==> src/rtl/wb_pkg.sv <==
// rtl/wb_pkg.sv - Shared Wishbone arbiter state type, width defaults and round-robin helper
package wb_pkg;

    localparam int WB_ADR_WIDTH   = 32;
    localparam int WB_DAT_WIDTH   = 32;
    localparam int WB_MAX_MASTERS = 32;

    typedef enum logic [1:0] {
        IDLE  = 2'd0,
        BUSY  = 2'd1,
        ABORT = 2'd2
    } wb_arb_state_t;

    // First requester strictly after last, wrapping modulo n; returns last when nobody requests.
    function automatic int unsigned wb_rr_next(
        input logic [WB_MAX_MASTERS-1:0] req,
        input int unsigned               last,
        input int unsigned               n
    );
        int unsigned c;
        logic        found;
        wb_rr_next = last;
        found      = 1'b0;
        for (int unsigned k = 1; k <= WB_MAX_MASTERS; k++) begin
            c = (last + k) % n;
            if (!found && (k <= n) && (|(req & (32'd1 << c)))) begin
                wb_rr_next = c;
                found      = 1'b1;
            end
        end
    endfunction

endpackage

==> src/rtl/wb_rr_picker.sv <==
// rtl/wb_rr_picker.sv - Combinational round-robin priority encoder over the master cyc lines
module wb_rr_picker
    import wb_pkg::*;
#(
    parameter  int m_count = 2,
    localparam int IW      = $clog2(m_count)
) (
    input  logic [m_count-1:0] req,
    input  logic [IW-1:0]      last,
    output logic [IW-1:0]      winner,
    output logic               any
);

    logic [WB_MAX_MASTERS-1:0] w_req_ext;

    always_comb begin
        w_req_ext                = '0;
        w_req_ext[m_count-1:0]   = req;
    end

    assign winner = IW'(wb_rr_next(w_req_ext, 32'(last), m_count));
    assign any    = |req;

endmodule

==> src/rtl/wb_arbiter.sv <==
// rtl/wb_arbiter.sv - Round-robin Wishbone arbiter holding the grant for the owner's whole cyc envelope
// Define WB_ARBITER_TIMEOUT_EN to compile in the ack-timeout counter and the ABORT state.
module wb_arbiter
    import wb_pkg::*;
#(
    parameter  int m_count        = 2,
    parameter  int adr_width      = WB_ADR_WIDTH,
    parameter  int dat_width      = WB_DAT_WIDTH,
    parameter  int sel_width      = dat_width / 8,
    parameter  int timeout_cycles = 255,
    localparam int GW             = $clog2(m_count)
) (
    input  logic                           clock,
    input  logic                           reset,
    input  logic [m_count-1:0]             m_cyc,
    input  logic [m_count-1:0]             m_stb,
    input  logic [m_count-1:0]             m_we,
    input  logic [m_count*adr_width-1:0]   m_adr,
    input  logic [m_count*dat_width-1:0]   m_datwr,
    input  logic [m_count*sel_width-1:0]   m_sel,
    output logic [m_count-1:0]             m_ack,
    output logic [m_count-1:0]             m_err,
    output logic [dat_width-1:0]           m_datrd,
    output logic                           s_cyc,
    output logic                           s_stb,
    output logic                           s_we,
    output logic [adr_width-1:0]           s_adr,
    output logic [dat_width-1:0]           s_datwr,
    output logic [sel_width-1:0]           s_sel,
    input  logic                           s_ack,
    input  logic [dat_width-1:0]           s_datrd,
    output logic [GW-1:0]                  grant,
    output logic                           grant_valid
);

    wb_arb_state_t r_state;
    wb_arb_state_t w_state_next;
    logic [GW-1:0] r_grant;
    logic [GW-1:0] r_last;
    logic [GW-1:0] w_winner;
    logic          w_any;
    logic          w_own_cyc;
    logic          w_timeout;

    if (m_count < 2 || timeout_cycles < 1) begin : g_bad_cfg
        $error("wb_arbiter: m_count must be >= 2 and timeout_cycles >= 1");
    end

    wb_rr_picker #(
        .m_count (m_count)
    ) u_picker (
        .req     (m_cyc),
        .last    (r_last),
        .winner  (w_winner),
        .any     (w_any)
    );

    always_ff @(posedge clock or posedge reset) begin
        if (reset) begin
            r_state <= IDLE;
            r_grant <= '0;
            r_last  <= GW'(m_count - 1);
        end else begin
            r_state <= w_state_next;
            if (r_state == IDLE && w_any) begin
                r_grant <= w_winner;
                r_last  <= w_winner;
            end
        end
    end

    always_comb begin
        w_state_next = r_state;
        case (r_state)
            IDLE:    if (w_any) w_state_next = BUSY;
            BUSY: begin
                if (!w_own_cyc)     w_state_next = IDLE;
                else if (w_timeout) w_state_next = ABORT;
            end
            default: w_state_next = IDLE;
        endcase
    end

`ifdef WB_ARBITER_TIMEOUT_EN
    localparam int CW = $clog2(timeout_cycles + 1);

    logic [CW-1:0] r_tmo_cnt;

    // Counts only stalled strobes; any ack or leaving BUSY restarts the window.
    always_ff @(posedge clock or posedge reset) begin
        if (reset) begin
            r_tmo_cnt <= '0;
        end else if (r_state != BUSY || s_ack) begin
            r_tmo_cnt <= '0;
        end else if (s_stb) begin
            r_tmo_cnt <= r_tmo_cnt + 1'b1;
        end
    end

    assign w_timeout = s_stb && !s_ack && (r_tmo_cnt == CW'(timeout_cycles - 1));
`else
    assign w_timeout = 1'b0;
`endif

    always_comb begin
        s_cyc   = 1'b0;
        s_stb   = 1'b0;
        s_we    = 1'b0;
        s_adr   = '0;
        s_datwr = '0;
        s_sel   = '0;
        m_ack   = '0;
        m_err   = '0;
        for (int i = 0; i < m_count; i++) begin
            if (r_grant == GW'(i)) begin
                if (r_state == BUSY) begin
                    s_cyc    = m_cyc[i];
                    s_stb    = m_stb[i];
                    s_we     = m_we[i];
                    s_adr    = m_adr[i*adr_width +: adr_width];
                    s_datwr  = m_datwr[i*dat_width +: dat_width];
                    s_sel    = m_sel[i*sel_width +: sel_width];
                    // An ack landing as the owner releases cyc belongs to no transfer.
                    m_ack[i] = s_ack && m_cyc[i];
                end
`ifdef WB_ARBITER_TIMEOUT_EN
                if (r_state == ABORT) begin
                    m_err[i] = 1'b1;
                end
`endif
            end
        end
    end

    assign w_own_cyc   = m_cyc[r_grant];
    assign grant       = r_grant;
    assign grant_valid = (r_state == BUSY);
    assign m_datrd     = s_datrd;

endmodule

==> config.mk <==
export PLATFORM = sky130hd
export DESIGN_NAME = wb_arbiter
export DESIGN_NICKNAME = d
export VERILOG_FILES = /design/src/rtl/wb_pkg.sv /design/src/rtl/wb_rr_picker.sv /design/src/rtl/wb_arbiter.sv
export SDC_FILE = /design/constraint.sdc
export NUM_CORES = 1
export LEC_CHECK = 0
export ABC_CLOCK_PERIOD_IN_PS = 2100
export BUFFER_PORTS_ARGS = -buffer_cell sky130_fd_sc_hd__buf_4
export CORE_AREA = 5 5 108 110
export DETAILED_ROUTE_END_ITERATION = 16
export DIE_AREA = 0 0 113 115
export SETUP_SLACK_MARGIN = 0.1
export SYNTH_ARGS = -nofsm -noshare
export SYNTH_HDL_FRONTEND = slang
export SYNTH_SLANG_ARGS = --single-unit
==> constraint.sdc <==
create_clock -name clock -period 2.1 [get_ports clock]
set_input_delay 0.105 -clock clock [delete_from_list [all_inputs] [get_ports clock]]
set_output_delay 0.105 -clock clock [all_outputs]
set_load 0.02 [all_outputs]
### After elaboration in Yosys (flattened, before gate mapping)

Cells that the tools add are included.

* word-level logic and storage cells: 59
* bits of input ports: 177
* output and inout bits: 109
* flip-flop bits (word level): 4

* $lt $le $gt $ge: 1
* mux-type cells: 36
* bitwise operators: 2
* equal/unequal tests: 3
* reductions and logical operators: 10
* $add $sub $neg: 2
* shifts and indexed selects: 2

Operator list (count)
* 2-to-1 mux 32 bit: 8
* AND 2 x 32 -> 32 bit: 2
* OR reduction 32 bit: 2
* << shifter 1 x 1 -> 32 bit (first input constant): 2
* 2-to-1 mux 1 bit: 21
* 2-to-1 mux 4 bit: 4
* logical AND 1 bit: 4
* 2-to-1 mux 2 bit: 2
* != test 2 bit (second input constant): 2
* case mux 2 bit (2 select lines): 1
* adder 1 bit (second input constant): 2
* == test 2 x 1 -> 1 bit (second input constant): 1
* zero test 2 bit: 1
* less-than comparator 1 x 2 -> 1 bit (second input constant): 1
* AND reduction 2 bit: 1
* OR reduction 2 bit: 1
* zero test 1 bit: 1

### Longest topological paths before layout

* depth in word-level cells: 8
* gate-level depth with buffers: 4
* gate-level depth less buffers: 2

### Cells and area by module

Synthesis repeated with hierarchy kept, for this count alone.

* cell total of the unflattened synthesis: 207
* area, all modules: 1730.4 µm²

By module, submodules not included
* wb_arbiter: sequential area each 76.3 µm², cells an instance 204, times used 1, area an instance 1715.4 µm²
* wb_rr_picker: sequential area each 0.0 µm², cells an instance 3, times used 1, area an instance 15.0 µm²

### Worst setup path after synthesis

No wires, ideal clock.

* path kind: register -> output
* start point: register r_grant (netlist: grant)
* end point: output s_adr[0]
* data required time: 1.995 ns
* arrival: 1.198 ns
* buffers on the path: 2
* stages on the path, launching flop included: 5
* slack: 0.797 ns
* path through: dfrtp_1 -> buf_6 -> buf_12 -> mux2i_1 -> nor2_1

* cells in the longest elaborated chain, start to end: 3

Ends and longest elaborated chain
* start, declared: line wb_arbiter.sv:38 `logic [GW-1:0] r_grant;`
* start signal, assigned: line wb_arbiter.sv:66 `r_grant <= w_winner;`
* 2-to-1 mux 32 bit: line wb_arbiter.sv:115 `if (r_grant == GW'(i)) begin`
* 2-to-1 mux 32 bit: line wb_arbiter.sv:116 `if (r_state == BUSY) begin`
* 2-to-1 mux 32 bit (*): line wb_arbiter.sv:115
* end, declared: line wb_arbiter.sv:27 `output logic [adr_width-1:0] s_adr,`

Every way passes the cells marked *; elsewhere a longest branch is shown, timed or not.

### Worst setup path after layout

* start point: register r_grant (netlist: grant)
* end point: output s_datwr[12]

* cells in the longest elaborated chain, start to end: 3

Ends and longest elaborated chain
* 2-to-1 mux 32 bit: line wb_arbiter.sv:115
* 2-to-1 mux 32 bit: line wb_arbiter.sv:116
* 2-to-1 mux 32 bit (*): line wb_arbiter.sv:115
* end, declared: line wb_arbiter.sv:28 `output logic [dat_width-1:0] s_datwr,`

Marks and branches as above.

==> qor.csv <==
stage,metric,value,unit
power_and_ir_drop,P per Cell Area,864,nW/um^2
outcome,outcome,"finished, final reports clean",
clock_tree,clk_lat worst skew,0.21,ns
synthesis,yosys warns,0,
place,Post-DP HPWL,5670,um
synthesis,number of synthesized flops with an enable pin,0,
routing,WL per Instance,12.9,um
critical_path,critical path data arrival time,1.56,ns
critical_path,Worst Path Required,2.00,ns
power_and_ir_drop,Static Leak,1.75,nW
global_route,total grt overflow,0,
clock_tree,root buf cell,clkbuf_8,
critical_path,Max Fanout on Critical Path,75,
critical_path,crit-path leading delay family,buffers and inverters,
synthesis,unique cell type count in the Yosys netlist,20,
synthesis,Syn Inst Count,206,
place,pre-CTS WS,0.659,ns
timing,clk_skew,0.00264,ns
layout,Layout Nets,562,
hold_path,Hold WC Path Type,in2reg,
hold_path,HP Start,m_cyc[1],
routing,drt total wl,6780,um
die,die area,13000,um^2
die,Die Y,115,um
synthesis,"area leader, netlist",mux2i_1,
global_route,vias in the first global route,1991,
critical_path,worst-path cell chain,buf_12 > mux2i_1 > nor2_1 > buf_4,
timing,Worst Slack Setup Final,0.434,ns
synthesis,Syn Area/Cell,7.53,um^2
place,gp weighted congestion,0.818,
critical_path,Critical Path Start Type,register,
power_and_ir_drop,maximum VDD drop,0.000479,V
die,Initial Util,0.146,
global_route,initial antenna violation count,0,
die,core area,10600,um^2
flow_run,Max-cap violations,0,
die,DIE WIDTH,113,um
hold_path,hold depth,2,
timing,fin crit period,1.67,ns
synthesis,top-area cell type share of the netlist area,0.458,
clock_tree,H-tree depth,1,
critical_path,worst r2r src,grant,
critical_path,R2R Setup Slk,0.79,ns
place,count of input and output buffers,219,
layout,number of diodes,0,
timing,Worst Tran Pin Value,0.506,ns
timing,Final Hold Violating Endpoints,0,
synthesis,"Seq/Total Area, Yosys",0.0492,
timing,post-route setup TNS,0,ns
routing,# DRC,0,
routing,DRT iter0 DRCs,50,
routing,"antenna viol nets, final",0,
routing,first-pass iteration count of the detailed router,4,
timing,FMAX,0.600,GHz
synthesis,Main synth FF type,dfrtp_1,
critical_path,Crit-path slowest cell,dfrtp_4,
synthesis,most frequent cells after synthesis,"nor2_1, mux2i_1, buf_4",
critical_path,r2r endpoint,r_state[0],
critical_path,max incr delay on CP,0.40,ns
die,IO Count,286,
clock_tree,clock buffer depth,2,
synthesis,Synth area leaders,"mux2i_1, nor2_1, buf_4",
clock_tree,CTS tree,yes,
timing,unrepaired setup endpoints after global routing,no,
synthesis,most frequent cell after synthesis,nor2_1,
synthesis,Post-Syn Area,1550,um^2
routing,via/cell ratio,3.90,
die,Core Rows,38,
synthesis,Seq cells post-synth,3,
global_route,largest net degree at the start of global routing,76,
clock_tree,clk sinks,3,
timing,Slew Limit Fails,0,
clock_tree,TritonCTS Buffers,3,
global_route,gr usage total,0.0876,
power_and_ir_drop,total power,0.00264,W
synthesis,Post-synth ARST share,1.00,
critical_path,CP Class,reg2out,
routing,DR vias,2046,
global_route,first-pass GRT wire length,9590,um
critical_path,CP bufs+invs,2,
layout,area grow syn2layout,96.7,%
critical_path,cell depth of the worst flop-to-flop path,3,
critical_path,Crit. End Element,output pin,
timing,Slew HR,0.663,
timing,part of the cycle the worst path needs,0.793,
hold_path,WHS Endpoint,grant,
layout,share of cells above drive strength 1,0.591,
clock_tree,Clock Pin Slew Worst Setup and Hold Paths,0.03,ns
timing,# setup viols final,0,
through the flow:
stage	area (um^2)	hold WS, ns	utilization	instances
6_report	3050	0.188	0.288	524
5_1_grt	3050	0.210	0.288	524
4_1_cts	3050	0.182	0.288	524
3_5_place_dp	2990	-0.0152	0.282	519
3_3_place_gp	2990	-0.0137	0.282	519
2_1_floorplan	1550	-0.142	-	207
what timing repair did:
item                                    in CTS  in global routing
resized for setup                            0                  0
endpoints found under the setup margin       0                  0
hold endpoints to repair                     3                  0
setup buffers                                0                  0
hold buffers                                 1                  0
flip-flops by register name, indices dropped and copies added (netlist names):
register	count
grant	1
r_last	1
r_state	1
area by class of cell:
| type | instances | area (um^2) |
|---|---|---|
| well taps | 140 | 175 |
| inverters | 2 | 7.51 |
| clock buffers | 4 | 45.0 |
| repair buffers | 222 | 1690 |
| multi-input cells | 153 | 1050 |
| fillers | 1132 | 7550 |
| flip-flops and latches | 3 | 80.1 |
placed cells by master, fill, tap and decap left out, drive strengths merged:
cell         count
buf            221
nor2            72
mux2i           71
clkbuf           4
conb             2
inv              2
dfrtp            2
nand2b           1
nor3b            1
a21o             1
a21oi            1
and4             1
and4b            1
nand2            1
a32o             1
dlygate4sd3      1
dfstp            1
metal layers:
metal	up-vias	part of all wire	GRT usage
met1	870	0.31	0.0876
li1	1009	-	-
met3	12	0.15	0.0247
met4	0	0.019	0.0280
met2	155	0.53	0.173
met5	-	0	0
worst register-to-register path: cells and delay by family, from the launching register on:
family	cells	cell delay [ns]
flops	1	0.40
buf+inv	1	0.40
compound gates	1	0.09
mux	1	0.29
worst max path at each step:
stage / startpoint / end / cells past startpoint
4_1_cts: grant / s_adr[28] / 4
5_1_grt: grant / s_datwr[14] / 4
3_5_place_dp: grant / s_adr[28] / 4
3_3_place_gp: grant / s_adr[28] / 4
6_report: grant / s_datwr[12] / 4
2_1_floorplan: grant / s_adr[0] / 4
power breakdown:
group | switching, W | internal [W]
sequential | 0.0000216 | 0.0000930
clock | 0.0000330 | 0.000129
combinational | 0.00125 | 0.00111
logic make-up (layout without fill, tap and decap cells):
logic type	count (synthesis)	after routing	share of synthesized area
AO/OA/AOI/OAI	3	3	0.0145
buffers and inverters	51	228	0.278
flip-flops	3	3	0.0492
multiplexers	71	71	0.458
other	1	2	0.00242
AND/OR/NAND/NOR	77	77	0.198
(Power assumes the default switching activity.)
